==> src/rtl/pool_result_collector.sv <==
// Collects one OUT_DIM x OUT_DIM frame of signed pooled samples in raster order,
// tracks the running max/argmax, and serves a registered random-access read port.
module pool_result_collector #(
    parameter int OUT_DIM = 7,
    parameter int DW      = 16,
    parameter int AW      = 6
) (
    input  logic          clk,
    input  logic          rst,
    input  logic          start,
    input  logic          pool_valid,
    input  logic [DW-1:0] pool_data,
    input  logic          rd_en,
    input  logic [AW-1:0] rd_addr,
    output logic [DW-1:0] rd_data,
    output logic          rd_valid,
    output logic          busy,
    output logic          frame_done,
    output logic [AW-1:0] count,
    output logic [DW-1:0] max_val,
    output logic [AW-1:0] max_idx,
    output logic          overflow
);
    localparam int            DEPTH = OUT_DIM * OUT_DIM;
    localparam logic [AW-1:0] LAST  = AW'(DEPTH - 1);
    localparam logic [AW-1:0] LIMIT = AW'(DEPTH);
    localparam logic [DW-1:0] MOST_NEG = {1'b1, {(DW-1){1'b0}}};

    localparam logic [1:0] S_IDLE    = 2'd0;
    localparam logic [1:0] S_COLLECT = 2'd1;
    localparam logic [1:0] S_DONE    = 2'd2;

    logic [1:0]    state;
    logic [DW-1:0] mem [DEPTH];
    logic          wr_en;
    logic          new_max;

    // start pre-empts any sample arriving in the same cycle
    assign wr_en   = !rst && !start && (state == S_COLLECT) && pool_valid;
    assign new_max = (count == '0) || ($signed(pool_data) > $signed(max_val));

    // Buffer is not reset; kept apart from the reset-bearing control block
    always_ff @(posedge clk) begin
        if (wr_en) begin
            mem[count] <= pool_data;
        end
    end

    always_ff @(posedge clk) begin
        if (rst) begin
            state      <= S_IDLE;
            count      <= '0;
            max_val    <= MOST_NEG;
            max_idx    <= '0;
            overflow   <= 1'b0;
            busy       <= 1'b0;
            frame_done <= 1'b0;
            rd_data    <= '0;
            rd_valid   <= 1'b0;
        end else begin
            // Reads sample the array before this cycle's write lands
            rd_valid <= rd_en;
            if (rd_en) begin
                rd_data <= (rd_addr < LIMIT) ? mem[rd_addr] : '0;
            end

            if (start) begin
                state      <= S_COLLECT;
                count      <= '0;
                max_val    <= MOST_NEG;
                max_idx    <= '0;
                overflow   <= 1'b0;
                busy       <= 1'b1;
                frame_done <= 1'b0;
            end else begin
                case (state)
                    S_COLLECT: begin
                        if (pool_valid) begin
                            count <= count + 1'b1;
                            if (new_max) begin
                                max_val <= pool_data;
                                max_idx <= count;
                            end
                            if (count == LAST) begin
                                state      <= S_DONE;
                                busy       <= 1'b0;
                                frame_done <= 1'b1;
                            end
                        end
                    end
                    S_DONE: begin
                        if (pool_valid) begin
                            overflow <= 1'b1;
                        end
                    end
                    default: ;
                endcase
            end
        end
    end
endmodule

==> config.mk <==
export PLATFORM = sky130hd
export DESIGN_NAME = pool_result_collector
export DESIGN_NICKNAME = d
export VERILOG_FILES = /design/src/rtl/pool_result_collector.sv
export SDC_FILE = /design/constraint.sdc
export NUM_CORES = 1
export LEC_CHECK = 0
export CORE_MARGIN = 5
export CORE_UTILIZATION = 55
export DETAILED_ROUTE_END_ITERATION = 12
export MAX_ROUTING_LAYER = met4
export PLACE_DENSITY = 0.84
export SYNTH_ARGS = -nofsm -noshare
export SYNTH_HDL_FRONTEND = slang
export SYNTH_SLANG_ARGS = --single-unit
==> constraint.sdc <==
create_clock -name clk -period 4.5 [get_ports clk]
set_input_delay 0.9 -clock clk [delete_from_list [all_inputs] [get_ports clk]]
set_output_delay 0.9 -clock clk [all_outputs]
set_load 0.01 [all_outputs]
==> results.yml, run 1 <==
logic_synthesis:
  yosysMostFrequentCell: "edfxtp_1"
  syn_area_um2: 32600
  ys_types: 49
  ys_warn_count: 0
  ys_seq_area_share_pct: 75.1
  yosysTopAreaCell: "edfxtp_1"
  netlist_instances: 1608
  yosys-top-cells-count: "edfxtp_1 (784), mux4_2 (192), mux2i_1 (100)"
  synthTopCellsByArea: "edfxtp_1 (72%), mux4_2 (13%), mux2i_1 (3.1%)"
  synth.avg_cell_area_um2: 20.3
  netlist.area_leader.share_pct: 72.2
  ys_seq_elements: 832
  synth_edf_count: 784
  synthFlopType: "edfxtp_1"
  mappedNetlistNets: 1653
  async_flop_share_pct: 0
power_and_ir_drop:
  powerDensity_nw_per_um2: 427
  p_int_mw: 12.5
  switchingPower_mw: 3.37
  p_leak_nw: 12.1
  p_comb_share_pct: 5.4
  power.share.clock_pct: 41.0
  p_seq_share_pct: 53.7
  peakVddDrop_mv: 0.294
  switching_share_pct: 21.2
setup_path:
  arrival_ps: 3960
  reg2reg_depth: 9
  timing.rr.end: "max_idx[3]$_SDFFE_PP0P_"
  endpoint_kind: "register"
  rrSetupSlack_ps: 1870
  critPathKind: "in2reg"
  crit_required_ps: 5060
  startpoint_type: "input port"
  worstPathMaxFanout: 15
  r2r_start: "max_val[15]$_SDFFE_PP1P_"
grt:
  met1_usage_pct: 35.0
  grt_pass1_vias: 17500
  grt-busiest-layer: "met2"
  grt_pass1_wl_um: 119000
  grt_overflow_total: 0
  grt_use_met2_pct: 39.5
  grt_max_degree: 97
  grtUsageMet3_pct: 6.81
  antenna_found_initial: 3
  grt_usage_pct: 26.4
layout:
  fillers: 3708
  layout.nets: 1814
  drive_gt1_share_pct: 24.6
  area_delta_synth_final_pct: 13.7
route:
  routedWlPerCell_um: 31.3
  ant_nets: 0
  wl_um: 81500
  drtPass1Iterations: 7
  drc_errors: 0
  vias: 17400
  viasPerCell: 6.66
  drt-initial-drc-count: 2823
floorplan:
  row_count: 89
  core-area_um2: 58900
  io_pins: 75
  initial_core_util_pct: 55.4
  die_x_um: 254
  dieArea_um2: 64300
  die_h_um: 254
clock_network:
  clockBufferDepth: 3
  clk_pin_slew_ps: 60
  tritoncts: "built"
  clock_latency_ps: 630
  cts_setup_buffers: 0
  cts_buffers: 79
  clockRootBuffer: "clkbuf_16"
  ctsHoldBuffers: 0
  clock-sinks: 832
  cts_resized: 0
  h-tree-depth: 3
min_path:
  hp-class: "reg2reg"
  hold_start: "max_idx[4]$_SDFFE_PP0P_"
  hold_depth: 2
  hold_path_end: "max_idx[4]$_SDFFE_PP0P_"
sta:
  max_freq_mhz: 294
  rsz0062_at_grt: "false"
  setup_tns_ps: 0
  fin_crit_sh_pct: 75.6
  slew_headroom_pct: -1.19
  worstMarginPinSlew_ps: 1510
  finalHoldViolations: 0
  setup_slack_ps: 1100
  skew_ps: 31.7
  post-route-min-period_ps: 3400
  finalMaxSlewViolations: 16
  setup_viol: 0
  hold_ws_ps: 464
run_status:
  status: "finished, violations left"
  violations: "max-capacitance violations, max-slew violations"
placement:
  pre_cts_ws_ps: 463
  dp_hpwl_um: 46900
  globalplace.congestion: 0.900
  portBuffers: 74
flow_run:
  drv_cap: 1
final cells by class:
cell class	instances	area [um2]	area share, %
flip-flops and latches	832	24500	66.1
multi-input cells	650	7550	20.4
well taps	773	967	2.61
diodes	3	7.51	0.0202
clock buffers	98	2100	5.66
inverters	35	131	0.354
clock inverters	46	412	1.11
repair buffers	171	1420	3.83
metal layers:
layer  vias up  part of all wire [%]
li1       6927                     -
met4         0                   4.8
met1      8806                    35
met2      1379                    47
met5         -                     0
met3       254                    13
sequential cells by signal, indices dropped and copies added (netlist names):
name      cells
rd_data      16
overflow      1
count         6
mem         784
state         2
max_idx       6
rd_valid      1
max_val      16
critical path, stage by stage:
cell             delay (ps)
clkdlybuf4s50_1         820
and2_0                  750
a31oi_2                1100
o221a_1                 380
layout by cell type, fill, tap and decap left out, drive strengths merged, types with 28 or more instances in the layout:
cell,count
edfxtp,784
mux4,192
buf,116
mux2i,100
clkbuf,98
nor2,90
nand2,58
clkdlybuf4s50,55
dfxtp,48
inv,39
clkinv,34
a21oi,28
per-stage QoR:
step / instances / power (mW) / instance area [um2] / util (%)
global placement: 2461 / 9.47 / 34600 / 58.7
global route: 2607 / 16.3 / 37100 / 63.0
floorplan: 1608 / 9.12 / 32600 / -
detailed placement: 2461 / 9.50 / 34600 / 58.7
finish: 2608 / 15.8 / 37100 / 63.0
CTS: 2605 / 15.9 / 37100 / 63.0
power groups by stage:
stage	Combinational, mW	Clock [mW]	Sequential (mW)
finish	0.852	6.49	8.50
global route	0.889	6.92	8.50
CTS	0.842	6.54	8.50
detailed placement	0.828	0	8.67
global placement	0.804	0	8.67
floorplan	0.457	0	8.66
how the worst max path moves through the flow:
stage / endpoint / slack, ps / startpoint
floorplan: mem[24][0]$_DFFE_PP_ / 610 / rst
global placement: rd_data[8]$_SDFFE_PP0P_ / 480 / rd_addr[5]
detailed placement: rd_data[11]$_SDFFE_PP0P_ / 460 / rd_addr[5]
CTS: rd_data[10]$_SDFFE_PP0P_ / 1010 / rd_addr[5]
global route: rd_data[0]$_SDFFE_PP0P_ / 1130 / rd_addr[0]
finish: rd_data[15]$_SDFFE_PP0P_ / 1100 / rd_addr[5]
cells by family after synthesis:
kind of cell | after synthesis | synth area share (%)
adder cells (fa/ha/maj) | 18 | 0.690
flip-flops | 832 | 75.1
AND/OR/NAND/NOR | 213 | 2.89
AO/OA/AOI/OAI | 106 | 2.46
buffers and inverters | 126 | 1.81
XOR/XNOR | 4 | 0.107
multiplexers | 309 | 16.9
No activity file was read; power rests on OpenSTA's default activity.
==> run 2, diff against run 1 <==
==> constraint.sdc (replaced) <==
create_clock -name clk -period 3.2 [get_ports clk]
set_input_delay 0.64 -clock clk [delete_from_list [all_inputs] [get_ports clk]]
set_output_delay 0.64 -clock clk [all_outputs]
set_load 0.01 [all_outputs]
==> run 2 against run 1 <==
Compared with the run above: hold slack worse by 7.2 ps; global-route usage is 0.38 points lower; sequential share of layout area fell by 1.4 points; the run now ends clean; largest cell class unchanged; critical path type unchanged; utilization grew 1.4 points; routed wire length down 1.8%; via count is 0.48% lower.
==> results.yml, run 2 (synthesis gave the netlist of run 1 again) <==
run_status:
  status: "complete, no violations"
clock_network:
  clock-sinks: 832
  clockBufferDepth: 3
  clockRootBuffer: "clkbuf_16"
  cts_resized: 0
  cts_buffers: 78
  tritoncts: "built"
  clk_pin_slew_ps: 70
  ctsHoldBuffers: 0
  cts_setup_buffers: 0
  clock_latency_ps: 630
  h-tree-depth: 3
sta:
  skew_ps: 16.1
  finalHoldViolations: 0
  post-route-min-period_ps: 2850
  max_freq_mhz: 351
  rsz0062_at_grt: "false"
  slew_headroom_pct: 30.3
  setup_viol: 0
  fin_crit_sh_pct: 89.1
  finalMaxSlewViolations: 0
  setup_tns_ps: 0
  worstMarginPinSlew_ps: 1040
layout:
  largest_register: "mem"
  largest_reg_flops: 784
  post-route-cell-area_um2: 37900
  top_regs: "mem: 784 flops, max_val: 16 flops, rd_data: 16 flops"
  drive_gt1_share_pct: 26.6
  layout_common_cells: "edfxtp_1 (784), mux4_2 (192), buf_4 (106), mux2i_1 (100), nor2_1 (89)"
  final_common_cell: "edfxtp_1"
  n_antenna_cell: 0
  postLayoutCoreUtil_pct: 64.3
  layout.nets: 1856
  area_delta_synth_final_pct: 16.2
  final_cells: 2647
grt:
  grt_pass1_wl_um: 118000
  grt_usage_pct: 26.0
  grt_pass1_vias: 17400
  grt_max_degree: 51
  grt_overflow_total: 0
  antenna_found_initial: 2
placement:
  portBuffers: 74
  dp_hpwl_um: 48700
  dp_cells: 2504
  globalplace.congestion: 0.897
  placed_area_um2: 35300
floorplan:
  dieArea_um2: 64300
  io_pins: 75
  die_x_um: 254
  die_h_um: 254
  row_count: 89
  core-area_um2: 58900
  initial_core_util_pct: 55.4
setup_path:
  critPathKind: "in2reg"
  worstPathMaxFanout: 15
  endpoint_kind: "register"
  cp_top_family: "simple AND/OR/NAND/NOR gates"
  crit_slowest_cell: "nor2_1"
  crit_required_ps: 3760
  cp_num_buf_inv: 1
  startpoint_type: "input port"
  arrival_ps: 3410
  critPathMaxStageDelay_ps: 890
  worstPathCellList: "clkdlybuf4s50_1 -> nor2_1 -> nand2_1 -> o211ai_1 -> o221a_1"
route:
  wl_um: 80000
  drt-initial-drc-count: 2453
  drtPass1Iterations: 9
  ant_nets: 0
  vias: 17300
  routedWlPerCell_um: 30.2
  viasPerCell: 6.53
  drc_errors: 0
min_path:
  hp-class: "in2reg"
power_and_ir_drop:
  p_leak_nw: 12.4
  powerDensity_nw_per_um2: 596
  peakVddDrop_mv: 0.389
flow_run:
  drv_cap: 0
==> run 2: cell count changes in the layout (fill, tap and decap cells not counted), sizes merged <==
cell	before	now
buf	116	158
bufinv	6	9
clkbuf	98	95
diode	3	0
clkdlybuf4s50	55	56
clkinv	34	35
clkinvlp	2	1
inv	39	38
==> run 2: power by group <==
part / leakage [nW] / switching (mW) / internal [mW]
clock network: 1.28 / 3.92 / 5.42
registers: 7.43 / 0.0325 / 11.9
logic: 3.72 / 0.754 / 0.517
==> run 2: final timing paths <==
check,startpoint,end,slack (ps),cells after the start
hold / removal,pool_data[4],mem[33][4]$_DFFE_PP_,460,1
setup reg to reg,count[1]$_SDFFE_PP0P_,mem[43][15]$_DFFE_PP_,660,5
setup / recovery,rd_addr[4],rd_data[6]$_SDFFE_PP0P_,350,5
hold reg to reg,max_idx[0]$_SDFFE_PP0P_,max_idx[0]$_SDFFE_PP0P_,460,2
==> run 2: final cells by class <==
class | instances | area (um2)
tap | 773 | 967
sequential | 832 | 24500
multi-input combinational | 650 | 7560
timing repair buffer | 214 | 2150
clock inverter | 48 | 485
fill | 3645 | 21000
inverter | 35 | 131
clock buffer | 95 | 2100
==> run 2: stage by stage <==
step / power, mW / hold slack [ps] / worst slack, ps
detailed placement: 13.4 / 456 / -49.3
global placement: 13.4 / 446 / 167
floorplan: 12.8 / 482 / -97.1
finish: 22.6 / 457 / 350
global route: 23.2 / 430 / 284
CTS: 22.7 / 419 / 518
==> run 2: worst reg2reg max path, cell delays in order (launching register included) <==
cell     delay (ps)
dfxtp_1         680
inv_1           210
or3_1           450
or2_2           410
nor2_1          150
buf_4           310
==> run 2: routing by layer <==
metal	GRT usage, %	share of wire, %	up-vias
met5	-	0	-
met4	7.50	3.6	0
met3	5.07	11	210
met2	40.7	49	1226
met1	35.7	36	8839
li1	-	-	7008
==> RTL edit, RTL diff (config.mk and constraints of run 2) <==
The parameter `AW` goes from 6 to 7.
--- a/src/rtl/pool_result_collector.sv
+++ b/src/rtl/pool_result_collector.sv
@@ -4,5 +4,5 @@
     parameter int OUT_DIM = 7,
     parameter int DW      = 16,
-    parameter int AW      = 6
+    parameter int AW      = 7
 ) (
     input  logic          clk,
Interface: changed (resized count, max_idx and rd_addr); port bits go from 75 to 78. The function was not compared with the original's and may differ.
==> RTL edit against run 2 <==
Wire length down 0.10%. Synthesized area increased by 0.67%. Clock skew grew 3.1 ps. Setup slack got worse by 32 ps. First-iteration DRC count decreased by 2.6%. Sequential cell count up 2. Count of clock-buffer cells in the layout grew 5. Global-route usage is 0.18 points lower. Power fell by 0.49%. Critical path depth fell by 4. Design area fell by 0.35%. Clock power decreased by 0.5%.
==> RTL edit: results (changes against run 2) <==
Synth unique cells: 47 (-4.1%)
Via density: 6.57 (+0.69%)
Filler cells: 3666 (+0.58%)
Vias: 17500 (+1.3%)
Total track usage: 25.8% (-0.18 points)
Post-synth ARST share: 0% (unchanged)
Buffers on Ports: 77 (+4.1%)
Setup repair bufs after CTS: 0 (unchanged)
Num CTS Buffers: 79 (+1.3%)
CTS resizes: 0 (unchanged)
LEAKAGE: 0.0121 µW (-2.3%)
Global-route wire length before repair: 118000 µm (+0.16%)
Worst path slowest cell: dfxtp_1
Hold Path Class: register to register
Synth area leaders: edfxtp_1 72%, mux4_2 13%, dfxtp_1 3.0%
Synthesized net count: 1686 (+2.0%)
Number of synthesized flops with an enable pin: 784 (unchanged)
Initial antenna violation count: 2 (unchanged)
Placed Area: 35200 µm² (-0.29%)
Initial drt markers: 2390 (-2.6%)
Share of cells above drive strength 1: 25.8% (-0.81 points)
Synth top cells by count: 784 x edfxtp_1, 192 x mux4_2, 92 x nor2_1
Sequential fraction of the synthesis area: 74.7% (-0.38 points)
Cell family with most CP delay: flip-flops
Slew @ Worst Pin: 1230 ps (+187 ps)
Crit Path Max Fanout: 15 (unchanged)
Arr. time, crit path: 2240 ps (-1170 ps)
Post-Syn Instances: 1640 (+2.0%)
WL final: 80000 µm (-0.10%)
DRT Pass-1 Iters: 5 (-4)
Dpl ws: 109 ps (+159 ps)
Placer Congestion: 0.909 (+1.3%)
Largest net degree at the start of global routing: 60 (+18%)
Status: finished clean
Post-DP HPWL: 46000 µm (-5.5%)
Final Skew: 19.2 ps (+3.06 ps)
Nets: 1874 (+0.97%)
Post-Place Cells: 2520 (+0.64%)
Maximum VDD drop: 426 µV (+9.5%)
Delay of the slowest cell on the worst path: 870 ps (-20 ps)
[RTL edit: changes by cell type after synthesis, moves of 14 or more]
cell	delta
o21ai_1	-14
o22ai_1	+16
nor2b_1	+15
inv_1	-15
o31ai_2	+20
mux2i_1	-19
a211oi_1	+31
mux2_2	-17
nand4_1	+21
o31ai_1	+16
o221a_1	-15
[RTL edit: logic make-up after synthesis]
group,after synthesis,synth area share (%)
flops,834,74.7
compound gates,147,3.49
buf+inv,120,1.81
simple gates,244,3.53
mux,273,15.6
fa+ha+maj,18,0.686
xor+xnor,4,0.107
[RTL edit: report_power, final]
group          switching [µW]  leakage [µW]  total (µW)  internal (µW)
sequential               20.0       0.00745       12000          11900
combinational             733       0.00344        1200            468
clock                    3910       0.00125        9300           5390
[RTL edit: cell type report]
cell class	instances	area, µm²	share of cell area (%)
tap	773	967	2.56
multi-input combinational	686	7740	20.5
timing repair buffer	207	1870	4.96
sequential	834	24500	65.0
clock buffer	100	2140	5.67
inverter	20	75.1	0.199
clock inverter	43	417	1.10
[RTL edit: worst paths after layout]
kind | start | endpoint | slack, ps | depth (start not counted)
min reg2reg | rd_data[0]$_SDFFE_PP0P_ | rd_data[0]$_SDFFE_PP0P_ | 460 | 2
min | rd_data[0]$_SDFFE_PP0P_ | rd_data[0]$_SDFFE_PP0P_ | 460 | 2
max reg2reg | max_val[13]$_SDFFE_PP0P_ | max_idx[3]$_SDFFE_PP0P_ | 440 | 8
max | count[2]$_SDFFE_PP0P_ | count[2] | 320 | 1
[RTL edit: routing by layer]
metal  vias to the layer above  share of wire (%)  global-route usage, %
li1                       7104                  -                      -
met3                       223                9.6                   4.22
met5                         -                  0                      -
met1                      9008                 36                   34.4
met4                         0                4.2                   9.48
met2                      1173                 50                   41.1
